### config.mk
export PLATFORM = sky130hd
export DESIGN_NAME = sdram_req_queue
export DESIGN_NICKNAME = d
export VERILOG_FILES = /design/src/rtl/sdram_pkg.sv /design/src/rtl/sdram_req_fifo.sv /design/src/rtl/sdram_req_queue.sv
export SDC_FILE = /design/constraint.sdc
export NUM_CORES = 1
export LEC_CHECK = 0
export CAP_MARGIN = 25
export CORE_MARGIN = 3
export CORE_UTILIZATION = 40
export DETAILED_ROUTE_END_ITERATION = 8
export PLACE_DENSITY = 0.64
export SLEW_MARGIN = 20
export SYNTH_ARGS = -nofsm -noshare
export SYNTH_HDL_FRONTEND = slang
export SYNTH_SLANG_ARGS = --single-unit
### constraint.sdc
create_clock -name i_clk -period 6.8 [get_ports i_clk]
set_clock_uncertainty 0.05 [all_clocks]
set_input_delay 0.68 -clock i_clk [delete_from_list [all_inputs] [get_ports i_clk]]
set_output_delay 0.68 -clock i_clk [all_outputs]
set_load 0.05 [all_outputs]
### src/rtl/sdram_pkg.sv
// Shared types for the SDRAM request queue: entry layout, issue FSM states, default widths.
package sdram_pkg;

  localparam int DEF_ADR_W = 27;
  localparam int DEF_DAT_W = 16;
  localparam int DEF_DEPTH = 8;

  typedef enum logic [1:0] {
    IDLE    = 2'd0,
    ISSUE   = 2'd1,
    WAIT_WR = 2'd2,
    WAIT_RD = 2'd3
  } state_t;

  typedef struct packed {
    logic                 write;
    logic [DEF_ADR_W-1:0] adr;
    logic [DEF_DAT_W-1:0] data;
  } entry_t;

  function automatic logic ctrl_idle(input logic init_done, input logic ctrl_busy);
    return init_done & ~ctrl_busy;
  endfunction

endpackage

### src/rtl/sdram_req_fifo.sv
// Synchronous FIFO for queued SDRAM commands; the tail entry can be rewritten in place
// so a write to the same address can merge into it.
module sdram_req_fifo
  import sdram_pkg::*;
#(
  parameter int WIDTH = $bits(entry_t),
  parameter int DEPTH = DEF_DEPTH
) (
  input  logic                   i_clk,
  input  logic                   i_rst,
  input  logic                   push,
  input  logic [WIDTH-1:0]       push_data,
  input  logic                   pop,
  input  logic                   tail_wr,
  input  logic [WIDTH-1:0]       tail_wr_data,
  output logic [WIDTH-1:0]       head,
  output logic [WIDTH-1:0]       tail,
  output logic [$clog2(DEPTH):0] level,
  output logic                   full,
  output logic                   empty
);

  localparam int PW = $clog2(DEPTH);
  localparam int LW = PW + 1;
  localparam logic [PW-1:0] PTR_ONE  = PW'(1);
  localparam logic [LW-1:0] LVL_ONE  = LW'(1);
  localparam logic [LW-1:0] LVL_ZERO = LW'(0);
  localparam logic [LW-1:0] LVL_FULL = LW'(DEPTH);

  logic [WIDTH-1:0] mem_q [DEPTH];
  logic [WIDTH-1:0] mem_d [DEPTH];
  logic [PW-1:0]    wr_ptr_q, wr_ptr_d;
  logic [PW-1:0]    rd_ptr_q, rd_ptr_d;
  logic [LW-1:0]    level_q, level_d;

  always_comb begin
    mem_d    = mem_q;
    wr_ptr_d = wr_ptr_q;
    rd_ptr_d = rd_ptr_q;
    level_d  = level_q;
    if (push) begin
      mem_d[wr_ptr_q] = push_data;
      wr_ptr_d        = wr_ptr_q + PTR_ONE;
    end else if (tail_wr) begin
      mem_d[wr_ptr_q - PTR_ONE] = tail_wr_data;
    end else begin
      mem_d = mem_q;
    end
    if (pop) begin
      rd_ptr_d = rd_ptr_q + PTR_ONE;
    end else begin
      rd_ptr_d = rd_ptr_q;
    end
    case ({push, pop})
      2'b10:   level_d = level_q + LVL_ONE;
      2'b01:   level_d = level_q - LVL_ONE;
      default: level_d = level_q;
    endcase
  end

  always_ff @(posedge i_clk) begin
    mem_q <= mem_d;
  end

  always_ff @(posedge i_clk) begin
    if (i_rst) begin
      wr_ptr_q <= PW'(0);
      rd_ptr_q <= PW'(0);
      level_q  <= LVL_ZERO;
    end else begin
      wr_ptr_q <= wr_ptr_d;
      rd_ptr_q <= rd_ptr_d;
      level_q  <= level_d;
    end
  end

  assign head  = mem_q[rd_ptr_q];
  assign tail  = mem_q[wr_ptr_q - PTR_ONE];
  assign level = level_q;
  assign full  = (level_q == LVL_FULL);
  assign empty = (level_q == LVL_ZERO);

endmodule

### src/rtl/sdram_req_queue.sv
// In-order command queue in front of sdram_controller; issues one command per controller idle.
// Optional feature macro: SDRAM_QUEUE_WRITE_MERGE_EN (same-address write merging into the tail entry).
module sdram_req_queue
  import sdram_pkg::*;
#(
  parameter int ADR_W = DEF_ADR_W,
  parameter int DAT_W = DEF_DAT_W,
  parameter int DEPTH = DEF_DEPTH
) (
  input  logic                   i_clk,
  input  logic                   i_rst,
  input  logic                   cmd_valid,
  output logic                   cmd_ready,
  input  logic                   cmd_write,
  input  logic [ADR_W-1:0]       cmd_adr,
  input  logic [DAT_W-1:0]       cmd_data,
  output logic                   rd_valid,
  output logic [DAT_W-1:0]       rd_data,
  output logic                   busy,
  output logic [$clog2(DEPTH):0] level,
  input  logic                   sd_init_done,
  input  logic                   sd_busy,
  input  logic                   sd_data_valid,
  input  logic                   sd_write_done,
  input  logic [DAT_W-1:0]       sd_data_out,
  output logic                   sd_adv,
  output logic                   sd_rwn,
  output logic [ADR_W-1:0]       sd_addr,
  output logic [DAT_W-1:0]       sd_data_in
);

  localparam int LW = $clog2(DEPTH) + 1;
  localparam logic [LW-1:0] LVL_TWO = LW'(2);

`ifdef SDRAM_QUEUE_WRITE_MERGE_EN
  localparam logic MERGE_EN = 1'b1;
`else
  localparam logic MERGE_EN = 1'b0;
`endif

  typedef struct packed {
    logic             write;
    logic [ADR_W-1:0] adr;
    logic [DAT_W-1:0] data;
  } q_entry_t;

  q_entry_t      push_entry, head_entry, tail_entry;
  logic          push, pop, tail_wr, full, empty, merge_hit, accept;
  logic [LW-1:0] fifo_level;

  state_t           state_q, state_d;
  logic             sd_adv_q, sd_adv_d;
  logic             sd_rwn_q, sd_rwn_d;
  logic [ADR_W-1:0] sd_addr_q, sd_addr_d;
  logic [DAT_W-1:0] sd_data_in_q, sd_data_in_d;
  logic             rd_valid_q, rd_valid_d;
  logic [DAT_W-1:0] rd_data_q, rd_data_d;
  logic             busy_q, busy_d;

  sdram_req_fifo #(
    .WIDTH ($bits(q_entry_t)),
    .DEPTH (DEPTH)
  ) u_fifo (
    .i_clk        (i_clk),
    .i_rst        (i_rst),
    .push         (push),
    .push_data    (push_entry),
    .pop          (pop),
    .tail_wr      (tail_wr),
    .tail_wr_data (push_entry),
    .head         (head_entry),
    .tail         (tail_entry),
    .level        (fifo_level),
    .full         (full),
    .empty        (empty)
  );

  // level >= 2 keeps the merge target away from the head, which may be popping this cycle
  assign merge_hit  = MERGE_EN & cmd_valid & cmd_write & tail_entry.write &
                      (tail_entry.adr == cmd_adr) & (fifo_level >= LVL_TWO);
  assign cmd_ready  = ~full | merge_hit;
  assign accept     = cmd_valid & cmd_ready;
  assign push       = accept & ~merge_hit;
  assign tail_wr    = accept & merge_hit;
  assign push_entry = '{write: cmd_write, adr: cmd_adr, data: cmd_data};

  always_comb begin
    state_d      = state_q;
    sd_adv_d     = 1'b0;
    sd_rwn_d     = sd_rwn_q;
    sd_addr_d    = sd_addr_q;
    sd_data_in_d = sd_data_in_q;
    rd_valid_d   = 1'b0;
    rd_data_d    = rd_data_q;
    pop          = 1'b0;
    case (state_q)
      IDLE: begin
        if (!empty && ctrl_idle(sd_init_done, sd_busy)) begin
          pop          = 1'b1;
          sd_adv_d     = 1'b1;
          sd_rwn_d     = head_entry.write;
          sd_addr_d    = head_entry.adr;
          sd_data_in_d = head_entry.data;
          state_d      = ISSUE;
        end else begin
          state_d = IDLE;
        end
      end
      ISSUE: state_d = sd_rwn_q ? WAIT_WR : WAIT_RD;
      WAIT_WR: begin
        if (sd_write_done) begin
          state_d = IDLE;
        end else begin
          state_d = WAIT_WR;
        end
      end
      WAIT_RD: begin
        if (sd_data_valid) begin
          rd_data_d  = sd_data_out;
          rd_valid_d = 1'b1;
          state_d    = IDLE;
        end else begin
          state_d = WAIT_RD;
        end
      end
      default: state_d = IDLE;
    endcase
    // a pop always moves the FSM out of IDLE, so non-empty-or-push covers the next queue state
    busy_d = (state_d != IDLE) | ~empty | push;
  end

  always_ff @(posedge i_clk) begin
    if (i_rst) begin
      state_q      <= IDLE;
      sd_adv_q     <= 1'b0;
      sd_rwn_q     <= 1'b0;
      sd_addr_q    <= {ADR_W{1'b0}};
      sd_data_in_q <= {DAT_W{1'b0}};
      rd_valid_q   <= 1'b0;
      rd_data_q    <= {DAT_W{1'b0}};
      busy_q       <= 1'b0;
    end else begin
      state_q      <= state_d;
      sd_adv_q     <= sd_adv_d;
      sd_rwn_q     <= sd_rwn_d;
      sd_addr_q    <= sd_addr_d;
      sd_data_in_q <= sd_data_in_d;
      rd_valid_q   <= rd_valid_d;
      rd_data_q    <= rd_data_d;
      busy_q       <= busy_d;
    end
  end

  assign sd_adv     = sd_adv_q;
  assign sd_rwn     = sd_rwn_q;
  assign sd_addr    = sd_addr_q;
  assign sd_data_in = sd_data_in_q;
  assign rd_valid   = rd_valid_q;
  assign rd_data    = rd_data_q;
  assign busy       = busy_q;
  assign level      = fifo_level;

endmodule

After elaboration in Yosys (flattened, before gate mapping). Cells that the tools add are included.

Flip-flop bits (word level): 427. Bits of input ports: 67.

Add/subtract/negate cells: 4. $lt $le $gt $ge: 3. Eq/ne operators: 6. Multiplexer cells: 15. Bitwise gates (word level): 10. Reductions and logical operators: 10.

Operator list (count): $bwmux 352 (1); $bmux 44 s3 (1); $demux 44 s3 (1); $mux 44 (3); $ge 4x4->1 const B (2); $not 3->4 (2); $pmux 2 s4 (1); $pmux 4 s2 (1); $add 3x1->3 const B (2); $eq 2x2->1 const B (3); $mux 1 (5); $add 4x1->4 const B (1); $eq 2x1->1 const B (2); $eq 4x4->1 const B (1); $logic_not 4->1 (1); $lt 4x1->1 const B (1); $mux 2 (2); $not 1->1 (4); $reduce_and 2->1 (2); $reduce_bool 2->1 (2); $sub 4x1->4 const B (1); $and 1x1->1 (2); $logic_and 1x1->1 (2); $logic_not 2->1 (1); other kinds (3) (4).

Depth between registers and ports, before layout.
Depth in word-level cells: 8. Gate-level depth with buffers: 13.

By module. From an unflattened synthesis, not the netlist that was laid out.

Cells, all modules: 1661. Area total of the unflattened synthesis: 22166.3 um^2.

By module, submodules not included: sdram_req_fifo (times used 1, cells an instance 1378, area an instance 19426.1 um^2, seq. area each 10770.3 um^2); sdram_req_queue (times used 1, cells an instance 283, area an instance 2740.1 um^2, seq. area each 1301.2 um^2).

Least setup slack after synthesis. No wires, ideal clock.

Path type: reg2reg. Start: register u_fifo.level_q[0], in the netlist u_fifo.level[0]. End: register u_fifo.mem_q[308] in the netlist's numbering, enable pin. Arrival time: 5.930 ns. Path slack: 0.265 ns. Stages on the path, launching flop included: 5. Period minus slack after synthesis: 6.535 ns. Cell sequence: dfxtp_1 > or4b_2 > clkbuf_1 > nand2_2 > nor4_1.

Cells in the longest elaborated chain, start to end: 3.

RTL lines: start: declaration (RTL line sdram_req_fifo.sv:34) `logic [LW-1:0] level_q, level_d;`; start signal: assignment (RTL line sdram_req_fifo.sv:73) `level_q <= level_d;`; $eq 4x4->1 (RTL line sdram_req_fifo.sv:80) `assign full = (level_q == LVL_FULL);`; $not 1->1 (RTL line sdram_req_queue.sv:81) `assign cmd_ready = ~full | merge_hit;`; via cmd_ready (RTL line sdram_req_queue.sv:13) `output logic cmd_ready,`; $and 1x1->1 (RTL line sdram_req_queue.sv:82) `assign accept = cmd_valid & cmd_ready;`; end signal: assignment (RTL line sdram_req_fifo.sv:62) `mem_q <= mem_d;`; end: declaration (RTL line sdram_req_fifo.sv:30) `logic [WIDTH-1:0] mem_q [DEPTH];`.

The timed path passes the listed nets, and every way through them passes these cells. A chain may end at the register's enable or synchronous reset.

Final worst setup path.
Start: input sd_init_done. End: register u_fifo.level_q[3], in the netlist u_fifo.level[3].

Cells in the longest elaborated chain, start to end: 6. Elaborated cells on any way between the ends: 8. Those cells by class: eq/ne (2); mux (3); bitwise (1); reduce/logical (2).

RTL lines: start: declaration (RTL line sdram_req_queue.sv:21) `input logic sd_init_done,`; $and 1x1->1 * (RTL line sdram_pkg.sv:22) `return init_done & ~ctrl_busy;`; $logic_and 1x1->1 * (RTL line sdram_req_queue.sv:98) `if (!empty && ctrl_idle(sd_init_done, sd_busy)) begin`; $mux 1 * (RTL line sdram_req_queue.sv:98); $mux 1 *; $eq 2x1->1 / $eq 2x2->1 (equally long branches) (RTL line sdram_req_fifo.sv:54) `case ({push, pop})`; $pmux 4 s2 / $reduce_bool 2->1 (equally long branches).

Mark *: on every way between the ends. The rest lies on a longest branch, timed or not.

==> flow_summary.ini <==
[finish]
antenna_cells = 0
flow.area_growth_from_synthesis_pct = 21.10
multiInputGateArea_sq_mm = 0.003401
regArea_sq_mm = 0.01208
mostFrequentLayoutCell = edfxtp_1
drive_gt1_frac = 0.1934
finish.utilization = 0.4973
mostFrequentLayoutCells = 352 x edfxtp_1, 133 x clkdlybuf4s50_1, 88 x mux4_2
nets = 1032
fillers = 3161
fin_area_sq_mm = 0.01900

[sta]
finalHoldViolCount = 0
setup_violations = 0
setup_tns_ns = 0
max_slew_margin = 0.3967
clock.fmax_mhz = 284.9
period_share = 0.5162
grt_setup_unrepaired = no
min_period_ns = 3.510
setup_slack_ns = 3.290
tightest_slew_ns = 0.9050
maxSlewViolCount = 0

[routing]
finalWirelength_mm = 32.01
dr.pass1.iters = 5
drcViolationCount = 0
wl_per_cell_um = 21.28
drt_iter0_drc = 499
ant_nets = 0
viasPerCell = 5.200
vias = 7821

[yosys]
syn_avg_cell_area_sq_um = 19.22
ys_seq_area_frac = 0.7696
synthAdderAreaFrac = 0.003988
syn_area_sq_mm = 0.01569
syn-instance-count = 816
synth_xor_area_frac = 0.003908
synth_nets = 888
synth_top_family_by_area = multiplexers
synth_cell_type_count = 38
muxShareOfSynthArea = 0.1290
synth-compound-area-share = 0.02600
synth-simple-area-share = 0.05073
yosys_warnings = 0
ys_ff_latch = 427

[run]
drv_cap = 0

[clocking]
clock-root-buffer = clkbuf_16
clock_path_buffers = 3
cts_tree = built
post_cts_buffers = 0
cts.clk_slew.worst_paths_ns = 0.06
htreeDepth = 2
clock_sinks = 427
cts_buffers = 43
cts-resized-gates = 0
clk_latency_ns = 0.53
cts_hold_buf = 0

[global_route]
track_usage = 0.1549
grt_pass1_wl_mm = 49.22
grt_overflow = 0
antenna_found_initial = 2
grt_max_degree = 77
grt_pass1_vias = 8175

[critical_path]
path_class = input port to flip-flop
arrival_ns = 3.87
crit_fanout = 29
crit_path_end_kind = flip-flop
startpoint_type = input port
cp.required_ns = 7.16

[floorplan]
core_area_sq_mm = 0.03820
die_w_um = 204.0
rows = 71
io_pins = 135
die_area_sq_mm = 0.04163
start_util = 0.4106
fp.dieH_um = 204.0

[placed_design]
portBuffers = 134
hpwl_mm = 16.78
pre_cts_slack_ns = 2.715
placed_area_sq_mm = 0.01759
gp_congestion = 0.6935

[pwr]
powerDensity_mw_per_mm2 = 326.5
power_leakage_uw = 0.005926
total_power_uw = 6201
ir_drop_v = 0.0001820

[hold_path]
hold_path.class = flip-flop to flip-flop

[status]
status = completed
==> metrics by stage <==
stage | cells | hold slack [ns]
4_1_cts | 1504 | 0.4032
3_3_place_gp | 1425 | 0.3935
5_1_grt | 1504 | 0.4257
2_1_floorplan | 816 | 0.4476
3_5_place_dp | 1426 | 0.3953
6_report | 1504 | 0.4004
==> state kept, by name, summed over array words and instances (netlist names) <==
register         cells
u_fifo.mem_q       352
sd_addr             27
rd_data             16
sd_data_in          16
u_fifo.level         4
u_fifo.rd_ptr_q      3
u_fifo.wr_ptr_q      3
state_q              2
busy                 1
rd_valid             1
sd_adv               1
sd_rwn               1
==> worst max-delay path, cell delays in order <==
cell	delay (ns)
clkdlybuf4s50_1	0.51
nor4b_4	0.32
and2_2	0.56
buf_4	0.50
ha_1	0.40
nor4bb_1	0.32
o21ai_0	0.13
o31ai_1	0.09
mux2_2	0.36
==> worst paths after layout <==
check | start | to | slack (ns) | cells past startpoint
worst max register to register | state_q[1] | u_fifo.level[3] | 3.54 | 8
worst max-delay path | sd_init_done | u_fifo.level[3] | 3.29 | 9
worst min-delay path | rd_data[10] | rd_data[10] | 0.40 | 2
worst min register to register | rd_data[10] | rd_data[10] | 0.40 | 2
==> metal layers <==
metal  GRT usage  part of all wire
met4     0.03981             0.016
met5           0           0.00091
met1      0.2104              0.44
met3     0.02851             0.046
met2      0.2608              0.50
==> Yosys cell counts, drive strengths merged <==
master,number,area share
nand3,7,0.0029
ha,5,0.0040
clkbuf,23,0.0056
and3,1,0.00040
a21oi,21,0.0067
and2,1,0.00040
o22ai,44,0.018
nor4bb,1,0.00064
mux2,1,0.00072
buf,26,0.011
mux2i,3,0.0019
nor2,59,0.016
nor4,1,0.00040
o31ai,1,0.00048
or4,1,0.00072
nor2b,4,0.0016
o21ai,4,0.0013
xor2,5,0.0028
edfxtp,352,0.67
xnor2,2,0.0011
dfxtp,75,0.096
nor3,48,0.015
mux4,88,0.13
inv,1,0.00024
nor4b,2,0.0021
or4b,1,0.00064
or3,1,0.00040
nand2b,2,0.00080
nand2,36,0.0088
==> logic make-up (layout without fill, tap and decap cells) <==
kind of cell / after synthesis / count (layout)
buffers and inverters: 50 / 227
AND/OR/NAND/NOR: 165 / 165
adder cells (fa/ha/maj): 5 / 5
flip-flops: 427 / 427
AO/OA/AOI/OAI: 70 / 70
multiplexers: 92 / 92
XOR/XNOR: 7 / 7
==> report_power, final <==
| part | switching (uW) | internal (uW) | total [uW] |
|---|---|---|---|
| logic | 471 | 344 | 815 |
| registers | 82.6 | 2960 | 3040 |
| clock network | 933 | 1410 | 2350 |
| total | 1490 | 4710 | 6200 |
==> area by class of cell <==
| cell class | count | area share |
|---|---|---|
| multi-input cells | 339 | 0.1790 |
| flip-flops and latches | 427 | 0.6359 |
| well taps | 511 | 0.03366 |
| inverters | 1 | 0.0001976 |
| clock buffers | 61 | 0.06284 |
| clock inverters | 17 | 0.01133 |
| repair buffers | 148 | 0.07706 |
No activity file was read; power rests on OpenSTA's default activity.
